[src/rtl/spi_arbiter_pkg.sv]
// Shared widths, FSM encoding and defaults for the SPI master arbiter.
package spi_arbiter_pkg;

   localparam int unsigned DATA_W                 = 32;
   localparam int unsigned BITS_W                 = 6;
   localparam int unsigned TIMEOUT_CYCLES_DEFAULT = 4096;

   typedef enum logic [2:0] {
      StIdle,
      StIssue,
      StWaitBusy,
      StWaitDone,
      StRespond
   } state_t;

endpackage

[src/rtl/spi_rr_select.sv]
// Combinational round-robin pick: first set req bit at ptr, ptr+1, ... with wrap-around.
module spi_rr_select
   import spi_arbiter_pkg::*;
#(
   parameter int unsigned N_REQ = 4,
   localparam int unsigned PTR_W = $clog2(N_REQ)
) (
   input  logic [N_REQ-1:0] req,
   input  logic [PTR_W-1:0] ptr,
   output logic [N_REQ-1:0] grant_next,
   output logic             valid
);

   logic [PTR_W-1:0] idx;
   logic             found;

   always_comb begin
      grant_next = '0;
      found      = 1'b0;
      idx        = '0;
      for (int i = 0; i < N_REQ; i++) begin
         idx = PTR_W'((int'(ptr) + i) % N_REQ);
         if (!found && req[idx]) begin
            grant_next[idx] = 1'b1;
            found           = 1'b1;
         end
      end
   end

   assign valid = |req;

endmodule

[src/rtl/spi_arbiter.sv]
// Round-robin arbiter sharing one SPI master among N_REQ requesters.
// Define SPI_ARBITER_TIMEOUT_EN to build the per-transaction watchdog abort.
module spi_arbiter
   import spi_arbiter_pkg::*;
#(
   parameter int unsigned N_REQ          = 4,
   parameter int unsigned TIMEOUT_CYCLES = TIMEOUT_CYCLES_DEFAULT
) (
   input  logic                    clk,
   input  logic                    reset,
   input  logic [N_REQ-1:0]        req,
   input  logic [DATA_W*N_REQ-1:0] req_data_out,
   input  logic [BITS_W*N_REQ-1:0] req_write_bits,
   input  logic [BITS_W*N_REQ-1:0] req_read_bits,
   output logic [N_REQ-1:0]        grant,
   output logic [N_REQ-1:0]        done,
   output logic [DATA_W-1:0]       rd_data,
   output logic                    timeout_err,
   output logic [DATA_W-1:0]       spi_data_out,
   output logic [BITS_W-1:0]       spi_write_bits,
   output logic [BITS_W-1:0]       spi_read_bits,
   output logic                    spi_request,
   input  logic                    spi_busy,
   input  logic [DATA_W-1:0]       spi_data_in
);

   localparam int unsigned PTR_W = $clog2(N_REQ);

   if (N_REQ < 2 || N_REQ > 8 || TIMEOUT_CYCLES < 1) begin : g_param_check
      $error("spi_arbiter: unsupported parameter value");
   end

   state_t             state;
   logic [PTR_W-1:0]   ptr;
   logic [PTR_W-1:0]   owner;
   logic [N_REQ-1:0]   grant_next;
   logic               sel_valid;
   logic [PTR_W-1:0]   sel_idx;
   logic [DATA_W-1:0]  sel_data;
   logic [BITS_W-1:0]  sel_wb;
   logic [BITS_W-1:0]  sel_rb;

   spi_rr_select #(
      .N_REQ (N_REQ)
   ) u_rr_select (
      .req        (req),
      .ptr        (ptr),
      .grant_next (grant_next),
      .valid      (sel_valid)
   );

   always_comb begin
      sel_idx  = '0;
      sel_data = '0;
      sel_wb   = '0;
      sel_rb   = '0;
      for (int k = 0; k < N_REQ; k++) begin
         if (grant_next[k]) begin
            sel_idx  = PTR_W'(k);
            sel_data = req_data_out[k*DATA_W +: DATA_W];
            sel_wb   = req_write_bits[k*BITS_W +: BITS_W];
            sel_rb   = req_read_bits[k*BITS_W +: BITS_W];
         end
      end
   end

`ifdef SPI_ARBITER_TIMEOUT_EN
   localparam int unsigned CNT_W = $clog2(TIMEOUT_CYCLES + 1);
   logic [CNT_W-1:0] wd_cnt;
   logic             wd_expired;
   assign wd_expired = (wd_cnt == CNT_W'(TIMEOUT_CYCLES - 1));
`else
   assign timeout_err = 1'b0;
`endif

   always_ff @(posedge clk or posedge reset) begin
      if (reset) begin
         state          <= StIdle;
         ptr            <= '0;
         owner          <= '0;
         grant          <= '0;
         done           <= '0;
         rd_data        <= '0;
         spi_request    <= 1'b0;
         spi_data_out   <= '0;
         spi_write_bits <= '0;
         spi_read_bits  <= '0;
`ifdef SPI_ARBITER_TIMEOUT_EN
         timeout_err    <= 1'b0;
         wd_cnt         <= '0;
`endif
      end else begin
         done        <= '0;
         spi_request <= 1'b0;
         case (state)
            StIdle: begin
               if (sel_valid && !spi_busy) begin
                  grant          <= grant_next;
                  owner          <= sel_idx;
                  spi_data_out   <= sel_data;
                  spi_write_bits <= sel_wb;
                  spi_read_bits  <= sel_rb;
                  state          <= StIssue;
               end
            end
            StIssue: begin
               spi_request <= 1'b1;
               state       <= StWaitBusy;
`ifdef SPI_ARBITER_TIMEOUT_EN
               wd_cnt      <= '0;
`endif
            end
            StWaitBusy: begin
               if (spi_busy) state <= StWaitDone;
`ifdef SPI_ARBITER_TIMEOUT_EN
               wd_cnt <= wd_cnt + CNT_W'(1);
               if (wd_expired) begin
                  done        <= grant;
                  rd_data     <= '0;
                  timeout_err <= 1'b1;
                  state       <= StRespond;
               end
`endif
            end
            StWaitDone: begin
               // done is registered here so it lands one cycle after spi_busy falls
               if (!spi_busy) begin
                  rd_data <= spi_data_in;
                  done    <= grant;
                  state   <= StRespond;
               end
`ifdef SPI_ARBITER_TIMEOUT_EN
               else begin
                  wd_cnt <= wd_cnt + CNT_W'(1);
                  if (wd_expired) begin
                     done        <= grant;
                     rd_data     <= '0;
                     timeout_err <= 1'b1;
                     state       <= StRespond;
                  end
               end
`endif
            end
            StRespond: begin
               grant <= '0;
               ptr   <= (owner == PTR_W'(N_REQ - 1)) ? '0 : owner + PTR_W'(1);
               state <= StIdle;
`ifdef SPI_ARBITER_TIMEOUT_EN
               timeout_err <= 1'b0;
`endif
            end
            default: state <= StIdle;
         endcase
      end
   end

endmodule

[config.mk]
export PLATFORM = sky130hd
export DESIGN_NAME = spi_arbiter
export DESIGN_NICKNAME = d
export VERILOG_FILES = /design/src/rtl/spi_arbiter_pkg.sv /design/src/rtl/spi_rr_select.sv /design/src/rtl/spi_arbiter.sv
export SDC_FILE = /design/constraint.sdc
export NUM_CORES = 1
export LEC_CHECK = 0
export BUFFER_PORTS_ARGS = -buffer_cell sky130_fd_sc_hd__buf_2
export CAP_MARGIN = 20
export CORE_ASPECT_RATIO = 1.75
export CORE_MARGIN = 1.5
export CORE_UTILIZATION = 25
export DETAILED_ROUTE_END_ITERATION = 6
export GPL_TIMING_DRIVEN = 0
export HOLD_SLACK_MARGIN = 0.12
export PLACE_DENSITY = 0.61
export SLEW_MARGIN = 20
export SYNTH_ARGS = -nofsm -noshare
export SYNTH_HDL_FRONTEND = slang
export SYNTH_SLANG_ARGS = --single-unit
[constraint.sdc]
create_clock -name clk -period 3.8 [get_ports clk]
set_clock_uncertainty 0.2 [all_clocks]
set_input_delay 0.19 -clock clk [delete_from_list [all_inputs] [get_ports clk]]
set_output_delay 0.19 -clock clk [all_outputs]
set_load 0.01 [all_outputs]
# Word-level counts from Yosys, hierarchy flattened

Cells that the tools add are included.

Register bits after elaboration: 92
Latch bits: 0
RAM bits: 0
Bits in read-only memories: 0
Bits of input ports: 215
Output and inout bits: 86
Logic and storage cells: 101
Memories: 0

Add/subtract/negate cells: 4
Multipliers: 0
Div/mod/pow operators: 0
$lt $le $gt $ge: 8
Eq/ne operators: 8
Shift operators: 0
Multiplexer cells: 48
Bitwise logic cells: 4
Reductions and logical operators: 19

Operators with widths:

| cell                | count |
|---|---|
| $mux 32             | 4 |
| $mux 6              | 8 |
| $mux 4              | 7 |
| $mux 1              | 13 |
| $lt 2x3->1 const B  | 4 |
| $or 4x4->4          | 3 |
| $pmux 3 s4          | 1 |
| $mux 3              | 3 |
| $bmux 1 s2          | 4 |
| $demux 1 s2         | 4 |
| $ge 2x1->1 const B  | 4 |
| $logic_and 1x1->1   | 8 |
| $pmux 4 s2          | 1 |
| $eq 3x2->1 const B  | 2 |
| $mux 2              | 3 |
| $ne 2x2->1 const B  | 3 |
| $reduce_and 2->1    | 3 |
| $add 2x1->2 const B | 2 |
| $add 2x2->2 const B | 2 |
| $logic_not 1->1     | 4 |
| $reduce_or 4->1     | 1 |
| $eq 3x1->1 const B  | 1 |
| $eq 3x3->1 const B  | 1 |
| $logic_not 3->1     | 1 |
| other kinds (4)     | 4 |

# Logic depth before layout (Yosys ltp)

Depth after elaboration: 16
Gate-level depth with buffers: 12
Depth with buffers taken out: 8

# By module

A second synthesis with hierarchy kept.

Cell total of the unflattened synthesis: 513
Area, all modules: 5370.2 um2

Modules (own cells, without submodules):

| module        | instances | cells an instance | area each (um2) | sequential area each (um2) |
|---|---|---|---|---|
| spi_arbiter   | 1         | 476               | 5024.8          | 2302.2 |
| spi_rr_select | 1         | 37                | 345.3           | 0.0 |

# Worst setup path after synthesis

Ideal clock, no wire load.

Path kind: flip-flop to flip-flop
Start point: register ptr[0]
End point: register spi_data_out[0]
Setup time: 130 ps
Arrival time: 2982 ps
Data required time: 3470 ps
Setup slack: 488 ps
Cell stages (with the launch flop): 12
Buffers on the path: 3
Period minus slack after synthesis: 3312 ps
Cells stage by stage: dfrtp_1 > clkbuf_1 > inv_1 > ha_1 > mux4_2 > nor2b_1 > a22o_1 > a221o_1 > buf_2 > clkbuf_2 > a311oi_1 > o22ai_1

Cells in the longest elaborated chain, start to end: 16
Elaborated cells on any way between the ends: 51
Classes of those cells: add/sub: 3; order compare: 8; mux: 27; bitwise: 3; reduce/logical: 10

RTL lines:

| what                                                | line                | RTL |
|---|---|---|
| start, declared                                     | spi_arbiter.sv:34   | `logic [PTR_W-1:0] ptr;` |
| start signal, assigned                              | spi_arbiter.sv:146  | `ptr <= (owner == PTR_W'(N_REQ - 1)) ? '0 : owner + PTR_W'(1);` |
| branches (longest 11 deep; another with $lt 2x3->1) | n/a                 |  |
| $mux 4 *                                            | spi_rr_select.sv:23 | `if (!found && req[idx]) begin` |
| $mux 32 (3 in series)                               | spi_arbiter.sv:58   | `if (grant_next[k]) begin` |
| $mux 32 *                                           | spi_arbiter.sv:58   |  |
| end signal, assigned                                | spi_arbiter.sv:100  | `spi_data_out <= sel_data;` |
| end, declared                                       | spi_arbiter.sv:19   | `output logic [DATA_W-1:0] spi_data_out,` |

Mark *: on every way between the ends. The select of a mux whose other input is x is not followed.
A chain may end at the register's enable or synchronous reset.

# Worst setup path after layout

Start point: register ptr[1]
End point: register spi_data_out[27]

The elaborated chain is that of the path after synthesis.

==> flow_metrics.py <==
metrics = {
    "outcome": {
        "outcome": "complete, but fails checks",
        "violations": "design-rule violations",
    },
    "logic_synthesis": {
        "synth_compound_area_share_pct": 31.3,
        "syn_area_um2": 5190,
        "ys_seq_area_share_pct": 44.3,
        "yosys.area_share.xor_xnor_pct": 0,
        "synth_edf_count": 0,
        "ys_types": 46,
        "synthMuxAreaShare_pct": 8.46,
        "synth_seq_cells": 92,
        "yosysWarnings": 0,
        "synthCells": 523,
        "synth-adder-area-share_pct": 1.93,
        "synth-main-ff-cell": "dfrtp_1",
        "synthArstFlopShare_pct": 100,
        "yosys.area_share.simple_pct": 8.29,
        "avgSynthCellArea_um2": 9.93,
        "synth_top_family_by_area": "compound AO/OA/AOI/OAI gates",
        "syn_nets": 746,
    },
    "finish": {
        "syn2layout_area_growth_pct": 74.2,
        "drive_above_1_share_pct": 38.8,
        "nets": 1224,
    },
    "routing": {
        "wl_met3_mm": 1.25,
        "dr.first_iter.drc_count": 250,
        "drt-total-wl_mm": 24.0,
        "drc": 12,
        "wl_met1_mm": 8.76,
        "wl_per_cell_um": 19.1,
        "topRoutingLayerUsed": "met4",
        "met2WireLength_mm": 12.6,
        "vias": 6399,
        "via_per_inst": 5.08,
        "first_pass_iters": 7,
        "antenna_left": 0,
    },
    "clock_tree": {
        "clock_latency_ps": 340,
        "clockRootBuffer": "clkbuf_16",
        "cts.reportedPaths.clkPinSlew_ps": 80,
        "clock_sinks": 92,
        "cts_tree": "done",
        "cts_buffers": 9,
        "clock_path_buffers": 2,
        "htreeDepth": 3,
    },
    "die": {
        "die_w_um": 112,
        "dieArea_um2": 21700,
        "rows": 69,
        "io_pins": 301,
        "core-area_um2": 20400,
        "start_util_pct": 25.5,
        "die_h_um": 194,
    },
    "worst_setup_path": {
        "required_ps": 3810,
        "path_class": "reg2reg",
        "crit_fanout": 10,
        "arrival_ps": 3610,
        "worst_setup_path_start_kind": "flop",
        "endpoint_kind": "flop",
    },
    "sta": {
        "fmax_mhz": 278,
        "finalMaxSlewViolations": 0,
        "tns_ps": 0,
        "fin_crit_sh_pct": 94.7,
        "fin_ws_ps": 202,
        "setup_viol": 0,
        "tightestPinTransition_ps": 748,
        "hold_viol": 0,
        "slew_headroom_pct": 50.2,
        "rsz0062_at_grt": "true",
        "period_minus_slack_ps": 3600,
    },
    "place": {
        "io_buffers": 299,
        "dp_hpwl_mm": 16.2,
        "gp_congestion": 0.870,
        "dp_slack_ps": -255,
    },
    "global_route": {
        "antenna_found_initial": 5,
        "grt_util_all_layers_pct": 21.7,
        "grt_max_degree": 68,
        "grt_pass1_vias": 6804,
        "grt_pass1_wl_mm": 36.7,
        "grt-ovfl-total": 0,
    },
    "pwr": {
        "peakVddDrop_uv": 470,
        "leakage_uw": 0.00413,
        "p_per_area_nw_per_um2": 708,
    },
    "min_path": {
        "hold_path_class": "in2reg",
    },
    "run": {
        "cap_viol_max_count": 0,
    },
}
-- worst max-delay path, cell delays in order (launching register included) --
cell and delay, ps:
dfrtp_1 490, inv_1 160, ha_1 380, mux4_2 590, nor2b_1 190, a22o_1 230, a221o_1 270, buf_2 200
clkbuf_2 220, a311oi_1 370, o22ai_1 150
-- logic make-up (layout without fill, tap and decap cells) --
| group | Yosys count | in the layout |
|---|---|---|
| compound gates | 239 | 239 |
| flops | 92 | 92 |
| simple gates | 89 | 89 |
| buf+inv | 58 | 541 |
| mux | 36 | 36 |
| fa+ha+maj | 8 | 8 |
| other cells | 1 | 6 |
-- worst paths after layout --
path                                            from  slack (ps)                            to  depth (start not counted)
worst max register to register    ptr[1]$_DFFE_PP0P_         200  spi_data_out[27]$_DFFE_PP0P_                         10
max in group asynchronous                      reset        2560   spi_data_out[5]$_DFFE_PP0P_                          4
worst min-delay path                req_data_out[51]         140  spi_data_out[19]$_DFFE_PP0P_                          4
worst max-delay path              ptr[1]$_DFFE_PP0P_         200  spi_data_out[27]$_DFFE_PP0P_                         10
worst min register to register  owner[0]$_DFFE_PP0P_         280            ptr[0]$_DFFE_PP0P_                          1
min in group asynchronous                      reset         180   spi_data_out[0]$_DFFE_PP0P_                          3
-- stage by stage --
step                      cell area (µm²)  std cells  power (µW)  hold WS [ps]  utilization, %
after global routing                 9050       1259        6830           174            44.4
after global placement               7000       1070        5210           223            34.4
final                                9050       1259        6400           142            44.4
after detailed placement             7030       1071        5260         -22.3            34.5
after floorplan                      5190        523        3930           134               -
after CTS                            9030       1255        6390           128            44.3
-- timing repair --
action | in CTS | in global routing
setup buffers | 2 | 0
pin swaps | 1 | 0
endpoints found under the hold margin | 170 | 0
endpoints found under the setup margin | 41 | 39
resized for setup | 5 | 4
hold buffers | 167 | 0
-- cells in the mapped netlist (2+ instances only) --
| cell type | count | area share, % |
|---|---|---|
| a21boi_0 | 44 | 6.4 |
| a21oi_1 | 45 | 4.3 |
| a221o_1 | 2 | 0.39 |
| a22o_1 | 3 | 0.51 |
| a311oi_1 | 44 | 7.4 |
| and2_1 | 4 | 0.48 |
| buf_2 | 9 | 0.87 |
| buf_4 | 2 | 0.29 |
| buf_8 | 4 | 1.2 |
| clkbuf_1 | 35 | 2.5 |
| clkbuf_2 | 3 | 0.29 |
| dfrtp_1 | 92 | 44 |
| ha_1 | 8 | 1.9 |
| inv_1 | 4 | 0.29 |
| mux2_2 | 33 | 7.2 |
| mux4_2 | 3 | 1.3 |
| nand2_1 | 14 | 1.0 |
| nand2b_1 | 2 | 0.24 |
| nand3_1 | 5 | 0.48 |
| nor2_1 | 47 | 3.4 |
| nor3_1 | 2 | 0.19 |
| nor3b_1 | 3 | 0.43 |
| o21ai_0 | 43 | 4.1 |
| o21ai_1 | 7 | 0.67 |
| o22ai_1 | 43 | 5.2 |
| or2b_1 | 2 | 0.29 |
-- registers in the layout, summed over array words and instances, names as in the netlist --
name            flops
state               3
spi_write_bits      6
spi_data_out       32
rd_data            32
spi_request         1
ptr                 2
spi_read_bits       6
grant               4
done                4
owner               2
-- power breakdown --
group	total, µW	switching (µW)	internal, µW
combinational	3730	2150	1580
sequential	1720	264	1450
clock	960	425	535
total	6400	2840	3570
-- cells in the final DEF (no fill, tap or decap), types with 7 or more instances in the layout --
cell type / instances
buf_2: 308
dlygate4sd3_1: 167
dfrtp_1: 91
nor2_1: 47
a21oi_1: 45
a21boi_0: 44
o21ai_0: 43
a311oi_1: 43
o22ai_1: 43
mux2_2: 33
clkbuf_1: 26
nand2_1: 14
clkbuf_16: 9
clkbuf_2: 8
ha_1: 8
o21ai_1: 7
-- final cells by class --
type / instances / area (µm²)
Antenna cell: 5 / 12.5
Buffer: 52 / 277
Clock buffer: 10 / 239
Clock inverter: 6 / 70.1
Fill cell: 1957 / 11300
Inverter: 4 / 20.0
Multi-Input combinational cell: 373 / 2600
Sequential cell: 92 / 2300
Tap cell: 248 / 310
Timing Repair Buffer: 469 / 3210
-- layer usage --
layer,GRT usage (%),vias to the layer above
met3,3.78,106
met4,12.8,0
li1,-,2945
met1,23.4,3015
met5,0,-
met2,39.5,333
No activity file was read; power rests on OpenSTA's default activity.
